**src/rtl/dyn_gate_sequencer.sv**
```systemverilog
// Serial stereo gate/compressor: one multiplier plus a restoring divider walk L0,R0..L15,R15.
// 26 cycles per slot (MUL, DIV_ITERS x DIV, WRITE); a full block is 832 cycles from accept to DONE.
module dyn_gate_sequencer #(
  parameter int HOLD_SAMPLES = 4,
  parameter int DIV_ITERS    = 24
) (
  input  logic              i_clk,
  input  logic              i_rst,
  input  logic              i_valid,
  output logic              o_ready,
  input  logic [15:0][15:0] i_seq_l,
  input  logic [15:0][15:0] i_seq_r,
  input  logic [15:0]       threshold_gate,
  input  logic [15:0]       threshold_comp,
  input  logic [4:0]        ratio,
  input  logic [15:0]       makeup,
  output logic [15:0][15:0] o_seq_l,
  output logic [15:0][15:0] o_seq_r,
  output logic              o_valid,
  input  logic              i_ready,
  output logic              o_busy,
  output logic              o_gate_open_l,
  output logic              o_gate_open_r
);

  localparam int IW = $clog2(DIV_ITERS + 1);

  typedef enum logic [2:0] {ST_IDLE, ST_MUL, ST_DIV, ST_WRITE, ST_DONE} state_e;
  typedef enum logic [1:0] {G_CLOSED, G_OPEN, G_HOLD} gate_e;

  typedef struct packed {
    gate_e      st;
    logic [7:0] cnt;
  } gate_t;

  state_e              state_q, state_d;
  logic [4:0]          slot_q, slot_d;
  logic [IW-1:0]       iter_q, iter_d;
  logic [15:0][15:0]   in_l_q, in_l_d, in_r_q, in_r_d;
  logic [15:0][15:0]   out_l_q, out_l_d, out_r_q, out_r_d;
  logic [15:0]         thg_q, thg_d, thc_q, thc_d, mk_q, mk_d;
  logic [4:0]          rat_q, rat_d;
  logic [4:0]          div_q, div_d;
  logic [4:0]          rem_q, rem_d;
  logic [DIV_ITERS-1:0] qd_q, qd_d;
  gate_t               gate_l_q, gate_l_d, gate_r_q, gate_r_d;

  logic [15:0]          x;
  logic [31:0]          product;
  logic [DIV_ITERS-1:0] scaled;
  logic [5:0]           trial, diff;
  logic [15:0]          result;
  gate_t                gate_cur;

  function automatic gate_t gate_next(input gate_t cur, input logic above);
    gate_t nxt;
    nxt = cur;
    case (cur.st)
      G_CLOSED: if (above) nxt.st = G_OPEN;
      G_OPEN: begin
        if (!above) begin
          nxt.st  = G_HOLD;
          nxt.cnt = 8'd1;
        end
      end
      G_HOLD: begin
        if (above) begin
          nxt.st  = G_OPEN;
          nxt.cnt = 8'd0;
        end else if (cur.cnt == 8'(HOLD_SAMPLES)) begin
          nxt.st  = G_CLOSED;
          nxt.cnt = 8'd0;
        end else begin
          nxt.cnt = cur.cnt + 8'd1;
        end
      end
      default: begin
        nxt.st  = G_CLOSED;
        nxt.cnt = 8'd0;
      end
    endcase
    return nxt;
  endfunction

  // Odd slots are right channel; the sample index is the slot without its LSB.
  assign x       = slot_q[0] ? in_r_q[slot_q[4:1]] : in_l_q[slot_q[4:1]];
  assign product = 32'(x) * 32'(mk_q);
  assign scaled  = DIV_ITERS'(product >> 8);
  assign trial   = {rem_q, qd_q[DIV_ITERS-1]};
  assign diff    = trial - {1'b0, div_q};

  always_comb begin
    state_d  = state_q;
    slot_d   = slot_q;
    iter_d   = iter_q;
    in_l_d   = in_l_q;
    in_r_d   = in_r_q;
    out_l_d  = out_l_q;
    out_r_d  = out_r_q;
    thg_d    = thg_q;
    thc_d    = thc_q;
    mk_d     = mk_q;
    rat_d    = rat_q;
    div_d    = div_q;
    rem_d    = rem_q;
    qd_d     = qd_q;
    gate_l_d = gate_l_q;
    gate_r_d = gate_r_q;
    gate_cur = slot_q[0] ? gate_r_q : gate_l_q;
    result   = 16'd0;

    case (state_q)
      ST_IDLE: begin
        if (i_valid) begin
          in_l_d  = i_seq_l;
          in_r_d  = i_seq_r;
          thg_d   = threshold_gate;
          thc_d   = threshold_comp;
          rat_d   = ratio;
          mk_d    = makeup;
          slot_d  = 5'd0;
          state_d = ST_MUL;
        end
      end
      ST_MUL: begin
        qd_d   = scaled;
        rem_d  = 5'd0;
        iter_d = '0;
        if (x > thc_q) div_d = (rat_q == 5'd0) ? 5'd1 : rat_q;
        else           div_d = 5'd1;
        if (slot_q[0]) gate_r_d = gate_next(gate_r_q, x >= thg_q);
        else           gate_l_d = gate_next(gate_l_q, x >= thg_q);
        state_d = ST_DIV;
      end
      ST_DIV: begin
        // Quotient bits shift in from the bottom as dividend bits leave the top.
        if (trial >= {1'b0, div_q}) begin
          rem_d = diff[4:0];
          qd_d  = {qd_q[DIV_ITERS-2:0], 1'b1};
        end else begin
          rem_d = trial[4:0];
          qd_d  = {qd_q[DIV_ITERS-2:0], 1'b0};
        end
        iter_d = iter_q + IW'(1);
        if (iter_q == IW'(DIV_ITERS - 1)) state_d = ST_WRITE;
      end
      ST_WRITE: begin
        if (gate_cur.st == G_CLOSED)  result = 16'd0;
        else if (qd_q > DIV_ITERS'(32767)) result = 16'd32767;
        else                              result = qd_q[15:0];
        if (slot_q[0]) out_r_d[slot_q[4:1]] = result;
        else           out_l_d[slot_q[4:1]] = result;
        slot_d  = slot_q + 5'd1;
        state_d = (slot_q == 5'd31) ? ST_DONE : ST_MUL;
      end
      ST_DONE: begin
        if (i_ready) state_d = ST_IDLE;
      end
      default: state_d = ST_IDLE;
    endcase
  end

  always_ff @(posedge i_clk) begin
    if (i_rst) begin
      state_q  <= ST_IDLE;
      slot_q   <= 5'd0;
      iter_q   <= '0;
      in_l_q   <= '0;
      in_r_q   <= '0;
      out_l_q  <= '0;
      out_r_q  <= '0;
      thg_q    <= 16'd0;
      thc_q    <= 16'd0;
      mk_q     <= 16'd0;
      rat_q    <= 5'd0;
      div_q    <= 5'd1;
      rem_q    <= 5'd0;
      qd_q     <= '0;
      gate_l_q <= '{st: G_CLOSED, cnt: 8'd0};
      gate_r_q <= '{st: G_CLOSED, cnt: 8'd0};
    end else begin
      state_q  <= state_d;
      slot_q   <= slot_d;
      iter_q   <= iter_d;
      in_l_q   <= in_l_d;
      in_r_q   <= in_r_d;
      out_l_q  <= out_l_d;
      out_r_q  <= out_r_d;
      thg_q    <= thg_d;
      thc_q    <= thc_d;
      mk_q     <= mk_d;
      rat_q    <= rat_d;
      div_q    <= div_d;
      rem_q    <= rem_d;
      qd_q     <= qd_d;
      gate_l_q <= gate_l_d;
      gate_r_q <= gate_r_d;
    end
  end

  assign o_ready       = (state_q == ST_IDLE) && !i_rst;
  assign o_valid       = (state_q == ST_DONE) && !i_rst;
  assign o_busy        = (state_q != ST_IDLE) && !i_rst;
  assign o_seq_l       = out_l_q;
  assign o_seq_r       = out_r_q;
  assign o_gate_open_l = (gate_l_q.st != G_CLOSED);
  assign o_gate_open_r = (gate_r_q.st != G_CLOSED);

endmodule

```
**config.mk**
```make
export PLATFORM = sky130hd
export DESIGN_NAME = dyn_gate_sequencer
export DESIGN_NICKNAME = d
export VERILOG_FILES = /design/src/rtl/dyn_gate_sequencer.sv
export SDC_FILE = /design/constraint.sdc
export NUM_CORES = 2
export LEC_CHECK = 0
export BUFFER_PORTS_ARGS = -buffer_cell sky130_fd_sc_hd__buf_2
export CORE_MARGIN = 5
export CORE_UTILIZATION = 26
export CTS_CLUSTER_SIZE = 16
export DETAILED_ROUTE_END_ITERATION = 12
export PLACE_DENSITY = 0.49
export SKIP_LAST_GASP = 1
export SLEW_MARGIN = 20
export SYNTH_ARGS = -nofsm -noshare
export SYNTH_HDL_FRONTEND = slang
export SYNTH_SLANG_ARGS = --single-unit
```
**constraint.sdc**
```tcl
create_clock -name i_clk -period 13.9 [get_ports i_clk]
set_clock_uncertainty 0.1 [all_clocks]
set_input_delay 0.695 -clock i_clk [delete_from_list [all_inputs] [get_ports i_clk]]
set_output_delay 0.695 -clock i_clk [all_outputs]
set_load 0.03 [all_outputs]
```
==> impl_metrics.toml <==
[logic_synthesis]
yosysSeqAreaShare = 0.430
synth_compound_area_frac = 0.130
synth.cell_area_um2 = 53300
synthArstFlopShare = 0
synth_top_family_by_area = "simple AND/OR/NAND/NOR gates"
yosys_warnings = 0
synth_edf_count = 0
synthDistinctLibCells = 69
synthAdderAreaFrac = 0.109
synthSimpleGateAreaFrac = 0.205
ys_seq_elements = 1144
avgSynthCellArea_um2 = 8.28
synthXorXnorAreaFrac = 0.00559
ys.flop_type = "dfxtp_1"
yosysTopAreaCell = "dfxtp_1"
synth_nets = 7354
synthTopCellsByArea = "dfxtp_1 (43%), nand2_1 (17%), a21oi_1 (10%)"
yosysTopAreaCellShare = 0.430
synthMuxAreaShare = 0.0672
postSynthCellCount = 6438

[floorplanning]
core-area_um2 = 204000
start_util = 0.261
die_w_um = 463
dieArea_um2 = 214000
rows = 166
die_y_um = 463
ios = 1086

[outcome]
outcome = "finished, final reports clean"

[routing]
vias_per_cell = 4.86
drt-initial-drc-count = 4231
ant_nets = 0
drc = 0
wl_per_cell_um = 23.9
wl_um = 244000
num_vias = 49600
first_pass_iters = 6

[global_route]
grt_usage = 0.220
grt_pass1_wl_um = 351000
grt_pass1_vias = 49100
grt-ovfl-total = 0
grt_antenna_before_repair = 61
grt.busiest_layer = "met2"
gr-usage-met3 = 0.0369
grt_max_degree = 208
grtUsageMet2 = 0.383
grt_use_met1 = 0.275

[clock_tree]
worst_skew_pair.late_latency_ps = 780
tritoncts = "built"
root_buffer = "clkbuf_16"
cts_setup_buffers = 0
ctsHoldBuffers = 89
cts_inserted_buffers = 135
cts_resized = 0
cts.sinks = 1144
cts_htree_levels = 4
cts_buffer_depth = 3
clk_pin_slew_ps = 60

[power_and_ir_drop]
p_leak_nw = 27.3
powerDensity_nw_per_um2 = 127
peakVddDrop_v = 0.000127
totalPowerFinal_mw = 8.46

[worst_hold_path]
holdPathStages = 3
min_path_type = "in2reg"

[setup_path]
path_max_fanout = 123
crit_slowest_cell = "mux4_2"
crit_buf_inv = 5
crit_type = "reg2reg"
reg2reg_depth = 28
crit_family = "adder cells"
arrival_ps = 10080
cpMostUsedCell = "fa_1"
crit_path_end_kind = "register"
cp.depth = 28
cp_data_required_time_ps = 14440
max_stage_delay_ps = 630
startpoint_type = "register"

[cells_and_area]
layout.nets = 8284
layout_commonest_cell = "nand2_1"
layout.cells.non_filler = 10200
drive_gt1_frac = 0.214
syn2layout_area_growth_pct = 25.1
layout_common_cells = "nand2_1 (2,350), dfxtp_1 (1,139), a21oi_1 (1,111)"
fillers = 21900

[timing]
setup_viol = 0
max_freq_ghz = 0.105
tightestPinTransition_ps = 1230
slew_headroom = 0.177
min_period_ps = 9540
final.setup.tns_ps = 0
rsz0062_at_grt = "no"
drv_slew = 0
setup_ws_ps = 4360
finalHoldViolCount = 0
min_period_over_period = 0.686

[place]
dp.cells = 9830
dp_hpwl_um = 182000
port_buffers = 1085
dpl_worst_slack_ps = 4450
place_congestion = 0.863

[flow_run]
max_cap_viol_count = 0
-- final timing paths --
check,startpoint,endpoint,slack (ps)
hold / removal,i_seq_l[132],in_l_q[132],70
setup / recovery,slot_q[2],qd_q[17],4360
hold reg to reg,o_seq_l[246],o_seq_l[246],350
setup reg to reg,slot_q[2],qd_q[17],4360
-- cell usage after synthesis, drive strengths merged, types with 5 or more instances --
master and n:
o22ai 11, and3 16, nor3 16, a31oi 14, nor3b 34, o21a 20
a211oi 8, buf 76, mux2i 10, nand3b 5, nand3 33, a21oi 1112
nand2b 24, a22o 5, nor2 75, ha 153, dfxtp 1144, o21ai 28
a22oi 34, xnor2 23, fa 194, inv 282, nor2b 27, nand2 2351
clkbuf 389, nand4 12, mux4 154, a21o 29, and2 101, xor2 11
-- stage by stage --
stage / hold slack, ps / cell area, um^2 / utilization
3_5_place_dp: 343 / 61100 / 0.299
4_1_cts: 0.185 / 66500 / 0.326
5_1_grt: 23.1 / 66600 / 0.326
6_report: 65.0 / 66600 / 0.326
3_3_place_gp: 339 / 61100 / 0.299
2_1_floorplan: 332 / 53300 / -
-- kinds of logic after synthesis --
| family | Yosys count |
|---|---|
| simple gates | 2713 |
| compound gates | 1287 |
| flops | 1144 |
| buf+inv | 748 |
| fa+ha+maj | 347 |
| mux | 165 |
| xor+xnor | 34 |
-- routing by layer --
| layer | vias to the layer above | part of all wire |
|---|---|---|
| li1 | 22900 | - |
| met1 | 24600 | 0.41 |
| met2 | 1722 | 0.50 |
| met3 | 343 | 0.056 |
| met4 | 16 | 0.035 |
| met5 | - | 0.00040 |
-- tightest hold or removal path, delay by kind of cell --
family                 cells  cell delay, ps
AO/OA/AOI/OAI              1              50
buffers and inverters      1             100
AND/OR/NAND/NOR            1              50
-- registers in the layout (all words and copies together), names as in the netlist, 10 cells and up --
| signal | cells |
|---|---|
| qd_q | 24 |
| mk_q | 16 |
| o_seq_r | 256 |
| o_seq_l | 256 |
| gate_r_q | 10 |
| in_r_q | 256 |
| thg_q | 16 |
| in_l_q | 256 |
| gate_l_q | 10 |
| thc_q | 16 |
-- area by class of cell --
type / instances / area (um^2) / area share
Multi-Input combinational cell: 4546 / 27600 / 0.414
Sequential cell: 1144 / 22900 / 0.344
Timing Repair Buffer: 1258 / 7020 / 0.105
Clock buffer: 201 / 4000 / 0.0600
Tap cell: 2688 / 3360 / 0.0505
Inverter: 283 / 1060 / 0.0159
Clock inverter: 41 / 578 / 0.00867
Antenna cell: 37 / 92.6 / 0.00139
-- where the power goes --
group	switching, mW	internal [mW]	total [mW]
Clock	1.51	2.16	3.67
Combinational	0.798	0.401	1.20
Sequential	0.144	3.45	3.59
Total	2.45	6.00	8.46
No activity file was read; power rests on OpenSTA's default activity.
